File: src/rtl/key_pkg.sv
// Shared types for the key event controller: FSM states, event codes, pending slot.
package key_pkg;

  localparam int unsigned EVT_CODE_W = 2;

  typedef enum logic [2:0] {
    KS_IDLE  = 3'd0,
    KS_DOWN1 = 3'd1,
    KS_HOLD  = 3'd2,
    KS_GAP   = 3'd3,
    KS_DOWN2 = 3'd4
  } key_state_e;

  typedef enum logic [EVT_CODE_W-1:0] {
    EVT_CLICK  = 2'd0,
    EVT_DOUBLE = 2'd1,
    EVT_LONG   = 2'd2,
    EVT_REPEAT = 2'd3
  } evt_code_e;

  typedef struct packed {
    logic      v;
    evt_code_e code;
  } pend_slot_t;

endpackage

File: src/rtl/key_evt_fsm.sv
// Single-key classifier: edge detect on the debounced level, then CLICK/DOUBLE/LONG/REPEAT.
module key_evt_fsm
  import key_pkg::*;
#(
  parameter int unsigned LONG_CYC   = 50_000_000,
  parameter int unsigned REPEAT_CYC = 10_000_000,
  parameter int unsigned DCLICK_CYC = 15_000_000,
  parameter int unsigned CNT_W      = 26
) (
  input  logic      clk,
  input  logic      rst_n,
  input  logic      key_lvl,
  output logic      emit_c,
  output evt_code_e code_c
);

  localparam logic [CNT_W-1:0] LONG_LAST   = CNT_W'(LONG_CYC - 1);
  localparam logic [CNT_W-1:0] REPEAT_LAST = CNT_W'(REPEAT_CYC - 1);
  localparam logic [CNT_W-1:0] DCLICK_LAST = CNT_W'(DCLICK_CYC - 1);

  key_state_e       state, state_nxt;
  logic [CNT_W-1:0] cnt, cnt_nxt;
  logic             key_d;
  logic             press_c, release_c;

  // Level is active-low: a press is a 1->0 transition.
  assign press_c   = key_d & ~key_lvl;
  assign release_c = ~key_d & key_lvl;

  always_ff @(posedge clk or negedge rst_n) begin
    if (!rst_n) begin
      state <= KS_IDLE;
      cnt   <= '0;
      key_d <= 1'b1;
    end else begin
      state <= state_nxt;
      cnt   <= cnt_nxt;
      key_d <= key_lvl;
    end
  end

  always_comb begin
    state_nxt = state;
    cnt_nxt   = (state == KS_IDLE) ? '0 : cnt + CNT_W'(1);
    emit_c    = 1'b0;
    code_c    = EVT_CLICK;
    case (state)
      KS_IDLE: begin
        if (press_c) state_nxt = KS_DOWN1;
      end
      KS_DOWN1: begin
        if (release_c) begin
          state_nxt = KS_GAP;
        end else if (cnt == LONG_LAST) begin
          emit_c    = 1'b1;
          code_c    = EVT_LONG;
          state_nxt = KS_HOLD;
        end
      end
      KS_HOLD: begin
        if (release_c) begin
          state_nxt = KS_IDLE;
        end else if (cnt == REPEAT_LAST) begin
          emit_c  = 1'b1;
          code_c  = EVT_REPEAT;
          cnt_nxt = '0;
        end
      end
      KS_GAP: begin
        if (press_c) begin
          state_nxt = KS_DOWN2;
        end else if (cnt == DCLICK_LAST) begin
          emit_c    = 1'b1;
          code_c    = EVT_CLICK;
          state_nxt = KS_IDLE;
        end
      end
      KS_DOWN2: begin
        // A second press held to LONG drops the pending first click.
        if (release_c) begin
          emit_c    = 1'b1;
          code_c    = EVT_DOUBLE;
          state_nxt = KS_IDLE;
        end else if (cnt == LONG_LAST) begin
          emit_c    = 1'b1;
          code_c    = EVT_LONG;
          state_nxt = KS_HOLD;
        end
      end
      default: state_nxt = KS_IDLE;
    endcase
    if (state_nxt != state) cnt_nxt = '0;
  end

endmodule

File: src/rtl/key_event_ctrl.sv
// Per-key event classifiers feeding single-entry pending slots, drained round-robin to one valid/ready port.
module key_event_ctrl
  import key_pkg::*;
#(
  parameter int unsigned KEY_W      = 3,
  parameter int unsigned IDX_W      = 2,
  parameter int unsigned LONG_CYC   = 50_000_000,
  parameter int unsigned REPEAT_CYC = 10_000_000,
  parameter int unsigned DCLICK_CYC = 15_000_000,
  parameter int unsigned CNT_W      = 26
) (
  input  logic                  clk,
  input  logic                  rst_n,
  input  logic [KEY_W-1:0]      key_lvl,
  output logic                  evt_valid,
  input  logic                  evt_ready,
  output logic [IDX_W-1:0]      evt_key,
  output logic [EVT_CODE_W-1:0] evt_code,
  output logic [KEY_W-1:0]      ovf,
  input  logic                  ovf_clr
);

  logic [KEY_W-1:0] emit_c;
  evt_code_e        code_c [KEY_W];
  pend_slot_t       pend   [KEY_W];
  logic [KEY_W-1:0] pend_v_c;
  logic [KEY_W-1:0] take_c;
  logic [KEY_W-1:0] ovf_set_c;
  logic [IDX_W-1:0] rr_ptr;
  logic [IDX_W-1:0] gnt_idx_c;
  logic [IDX_W-1:0] rr_nxt_c;
  logic [IDX_W:0]   cand_c;
  logic             gnt_v_c;
  logic             load_c;

  for (genvar g = 0; g < KEY_W; g++) begin : g_key
    key_evt_fsm #(
      .LONG_CYC   (LONG_CYC),
      .REPEAT_CYC (REPEAT_CYC),
      .DCLICK_CYC (DCLICK_CYC),
      .CNT_W      (CNT_W)
    ) u_fsm (
      .clk     (clk),
      .rst_n   (rst_n),
      .key_lvl (key_lvl[g]),
      .emit_c  (emit_c[g]),
      .code_c  (code_c[g])
    );
  end

  assign load_c = !evt_valid || evt_ready;

  // Round-robin search starting at rr_ptr, wrapping at KEY_W-1.
  always_comb begin
    gnt_v_c   = 1'b0;
    gnt_idx_c = '0;
    cand_c    = '0;
    for (int unsigned k = 0; k < KEY_W; k++) begin
      cand_c = {1'b0, rr_ptr} + (IDX_W+1)'(k);
      if (cand_c >= (IDX_W+1)'(KEY_W)) cand_c = cand_c - (IDX_W+1)'(KEY_W);
      if (!gnt_v_c && pend[cand_c[IDX_W-1:0]].v) begin
        gnt_v_c   = 1'b1;
        gnt_idx_c = cand_c[IDX_W-1:0];
      end
    end
    rr_nxt_c = (gnt_idx_c == IDX_W'(KEY_W - 1)) ? '0 : gnt_idx_c + IDX_W'(1);
  end

  always_comb begin
    take_c   = '0;
    pend_v_c = '0;
    for (int unsigned i = 0; i < KEY_W; i++) pend_v_c[i] = pend[i].v;
    if (load_c && gnt_v_c) take_c[gnt_idx_c] = 1'b1;
    ovf_set_c = emit_c & pend_v_c & ~take_c;
  end

  // A new event always lands in its slot; overflow only if the old one was not drained.
  always_ff @(posedge clk or negedge rst_n) begin
    if (!rst_n) begin
      for (int unsigned i = 0; i < KEY_W; i++) pend[i] <= '0;
      ovf <= '0;
    end else begin
      for (int unsigned i = 0; i < KEY_W; i++) begin
        if (emit_c[i]) begin
          pend[i].v    <= 1'b1;
          pend[i].code <= code_c[i];
        end else if (take_c[i]) begin
          pend[i].v <= 1'b0;
        end
      end
      ovf <= (ovf & ~{KEY_W{ovf_clr}}) | ovf_set_c;
    end
  end

  always_ff @(posedge clk or negedge rst_n) begin
    if (!rst_n) begin
      evt_valid <= 1'b0;
      evt_key   <= '0;
      evt_code  <= '0;
      rr_ptr    <= '0;
    end else if (load_c) begin
      if (gnt_v_c) begin
        evt_valid <= 1'b1;
        evt_key   <= gnt_idx_c;
        evt_code  <= EVT_CODE_W'(pend[gnt_idx_c].code);
        rr_ptr    <= rr_nxt_c;
      end else begin
        evt_valid <= 1'b0;
      end
    end
  end

endmodule

File: config.mk
export PLATFORM = sky130hd
export DESIGN_NAME = key_event_ctrl
export DESIGN_NICKNAME = d
export VERILOG_FILES = /design/src/rtl/key_pkg.sv /design/src/rtl/key_evt_fsm.sv /design/src/rtl/key_event_ctrl.sv
export SDC_FILE = /design/constraint.sdc
export NUM_CORES = 1
export LEC_CHECK = 0
export CAP_MARGIN = 30
export CORE_MARGIN = 2
export CORE_UTILIZATION = 67
export CTS_CLUSTER_DIAMETER = 40
export DETAILED_ROUTE_END_ITERATION = 10
export PLACE_DENSITY = 0.85
export SLEW_MARGIN = 10
export SYNTH_ARGS = -nofsm -noshare
export SYNTH_HDL_FRONTEND = slang
export SYNTH_SLANG_ARGS = --single-unit
File: constraint.sdc
create_clock -name clk -period 7.6 [get_ports clk]
set_input_delay 1.52 -clock clk [delete_from_list [all_inputs] [get_ports clk]]
set_output_delay 1.52 -clock clk [all_outputs]
set_load 0.02 [all_outputs]
==> impl_metrics.toml <==
[run_status]
status = "finished, final reports clean"

[clocking]
post_cts_resized = 0
cts_tree = "yes"
clock-sinks = 109
cts_buffers = 9
clockBufferDepth = 2
path_clk_slew_ps = 90
postCtsSetupRepairBufs = 0
clock_latency_ps = 370
cts_hold_buffers = 0
htree_levels = 3
cts_root_buf = "clkbuf_8"

[logic_synthesis]
synth.avg_cell_area_um2 = 9.19
synth_warnings = 0
yosysSeqAreaShare = 0.448
synth-edff-count = 0
synth-main-ff-cell = "dfrtp_1"
synthArstFlopShare = 1.00
synth_seq_cells = 109
synth_cells = 664
synth_area_um2 = 6100
yosysUniqueCellTypes = 66
syn-num-nets = 677

[sta]
hold_violations = 0
tightest_slew_ps = 845
tns_ps = 0
skew_ps = 15.9
maxSlewHeadroom = 0.437
rsz0062_at_grt = "no"
fin_crit_sh = 0.460
finalSetupViolCount = 0
max_clock_freq_mhz = 286
slew_violations = 0
period_minus_slack_ps = 3500

[setup_path]
worstPathArrival_ps = 3750
critPathLaunchType = "input port"
path_class = "in -> reg"
crit_fanout = 10
end_kind = "register"
crit_required_ps = 7860

[power_and_ir_drop]
p_sw_mw = 0.633
powerDensity_nw_per_um2 = 266
p_leak_nw = 2.64
ir_drop_mv = 0.130
clkPwrFrac = 0.244
p_int_mw = 1.10
p_comb_frac = 0.330
seq_power_share = 0.425
power_mw = 1.74
power_switching_share = 0.365

[detailed_routing]
num_vias = 4856
wl_per_cell_um = 15.7
drt-total-wl_um = 12300
drc = 0
drt_iter0_markers = 260
viasPerCell = 6.23
drt-pass1-iter-count = 5
ant_nets = 0

[final_layout]
fin_nets = 679
drive_gt1_frac = 0.0566
layout_commonest_cell = "dfrtp_1"
antennaDiodeCount = 0
fin_util = 0.746
area_growth_pct = 7.05
layout_common_cells = "106 x dfrtp_1, 97 x nor2_1, 54 x nand2_1, 45 x xnor2_1, 36 x nand3_1"
fin_cells = 779
final_area_um2 = 6530

[floorplan]
start_util = 0.696
pin_count = 15
fp.dieH_um = 99.4
dieArea_um2 = 9890
placementRows = 34
core_um2 = 8760
die_w_um = 99.4

[min_path]
hp-class = "reg -> reg"

[global_routing]
grt_pass1_wl_um = 21700
grt_antenna_before_repair = 0
grt_max_degree = 69
grt_pass1_vias = 4619
grt.overflow.total = 0
grt_use_total = 0.266

[placed_design]
dp_hpwl_um = 8520
routabilityCongestion = 0.901
port_buffers = 14
place_area_um2 = 6270
dp.cells = 762

[job]
drv_cap = 0
-- critical path, cell delays in order --
cell             delay [ps]
clkdlybuf4s50_1         450
nor2b_1                 190
nor4b_1                 470
and4_1                  500
o21bai_1                170
o32ai_1                 130
a211o_1                 320
-- kinds of logic after synthesis --
family / after synthesis / synth area share
xor+xnor: 76 / 0.109
buf+inv: 48 / 0.0330
fa+ha+maj: 6 / 0.0123
flops: 109 / 0.448
mux: 6 / 0.0100
compound gates: 75 / 0.0886
simple gates: 344 / 0.300
-- power groups by stage --
stage	clock network, mW	registers (mW)	logic, mW
3_5_place_dp	0	0.748	0.559
2_1_floorplan	0	0.705	0.488
3_3_place_gp	0	0.742	0.537
4_1_cts	0.432	0.736	0.564
5_1_grt	0.455	0.751	0.648
6_report	0.424	0.739	0.573
-- sequential cells by signal, summed over array words and instances (netlist names) --
| name | count |
|---|---|
| evt_code | 2 |
| g_key.u_fsm.cnt | 78 |
| rr_ptr | 2 |
| pend | 9 |
| ovf | 3 |
| evt_key | 2 |
| g_key.u_fsm.state | 9 |
| evt_valid | 1 |
| g_key.u_fsm.key_d | 3 |
-- synthesized netlist by cell type, types with 3 or more instances --
master	number	area share
or4_1	5	0.0062
and4_1	8	0.011
o22ai_1	6	0.0062
nor4bb_1	3	0.0049
dfstp_2	3	0.013
o21bai_1	3	0.0037
a21oi_1	7	0.0057
o21a_1	3	0.0037
xnor2_1	45	0.065
o31ai_1	4	0.0049
o22a_1	3	0.0043
nand3b_1	4	0.0049
dfrtp_1	106	0.43
and3_1	12	0.012
nor4b_1	9	0.013
o211ai_1	3	0.0037
nand2_1	54	0.033
a211o_1	5	0.0072
or2_2	4	0.0041
o21ai_0	14	0.011
xor2_1	31	0.044
nand4_1	24	0.025
mux2i_1	5	0.0082
or4b_1	3	0.0049
and2_1	8	0.0082
nor2_1	97	0.060
nor3b_1	6	0.0074
a31oi_1	4	0.0041
inv_1	22	0.014
ha_1	6	0.012
a211oi_1	3	0.0037
clkbuf_1	19	0.012
nor3_1	26	0.021
nor2b_1	6	0.0062
nand2b_1	13	0.013
nand3_1	36	0.030
nor4_1	13	0.013
-- metrics by stage --
stage	hold slack, ps	worst slack, ps
6_report	489	4100
5_1_grt	526	3910
4_1_cts	493	4140
3_5_place_dp	469	3750
3_3_place_gp	462	3840
2_1_floorplan	450	4490
-- per-layer routing --
metal	GRT usage	share of wire
met5	0	0
met1	0.382	0.46
met4	0.0706	0.011
met3	0.0464	0.045
met2	0.423	0.48
-- final timing paths --
kind | startpoint | endpoint | slack (ps) | cells past startpoint
worst max-delay path | key_lvl[2] | pend[1] | 4100 | 7
worst min-delay path | evt_key[0] | evt_key[0] | 490 | 2
worst max register to register | g_key[0].u_fsm.cnt[16] | g_key[0].u_fsm.cnt[15] | 4660 | 6
worst min register to register | evt_key[0] | evt_key[0] | 490 | 2
max in group asynchronous | rst_n | g_key[2].u_fsm.cnt[17] | 5290 | 2
min in group asynchronous | rst_n | g_key[0].u_fsm.cnt[1] | 1110 | 1
-- area by class of cell --
class | instances | area [um2]
Clock buffer | 12 | 155
Clock inverter | 4 | 95.1
Fill cell | 647 | 2230
Inverter | 22 | 82.6
Multi-Input combinational cell | 507 | 3170
Sequential cell | 109 | 2730
Tap cell | 108 | 135
Timing Repair Buffer | 17 | 164
(Power assumes the default switching activity.)
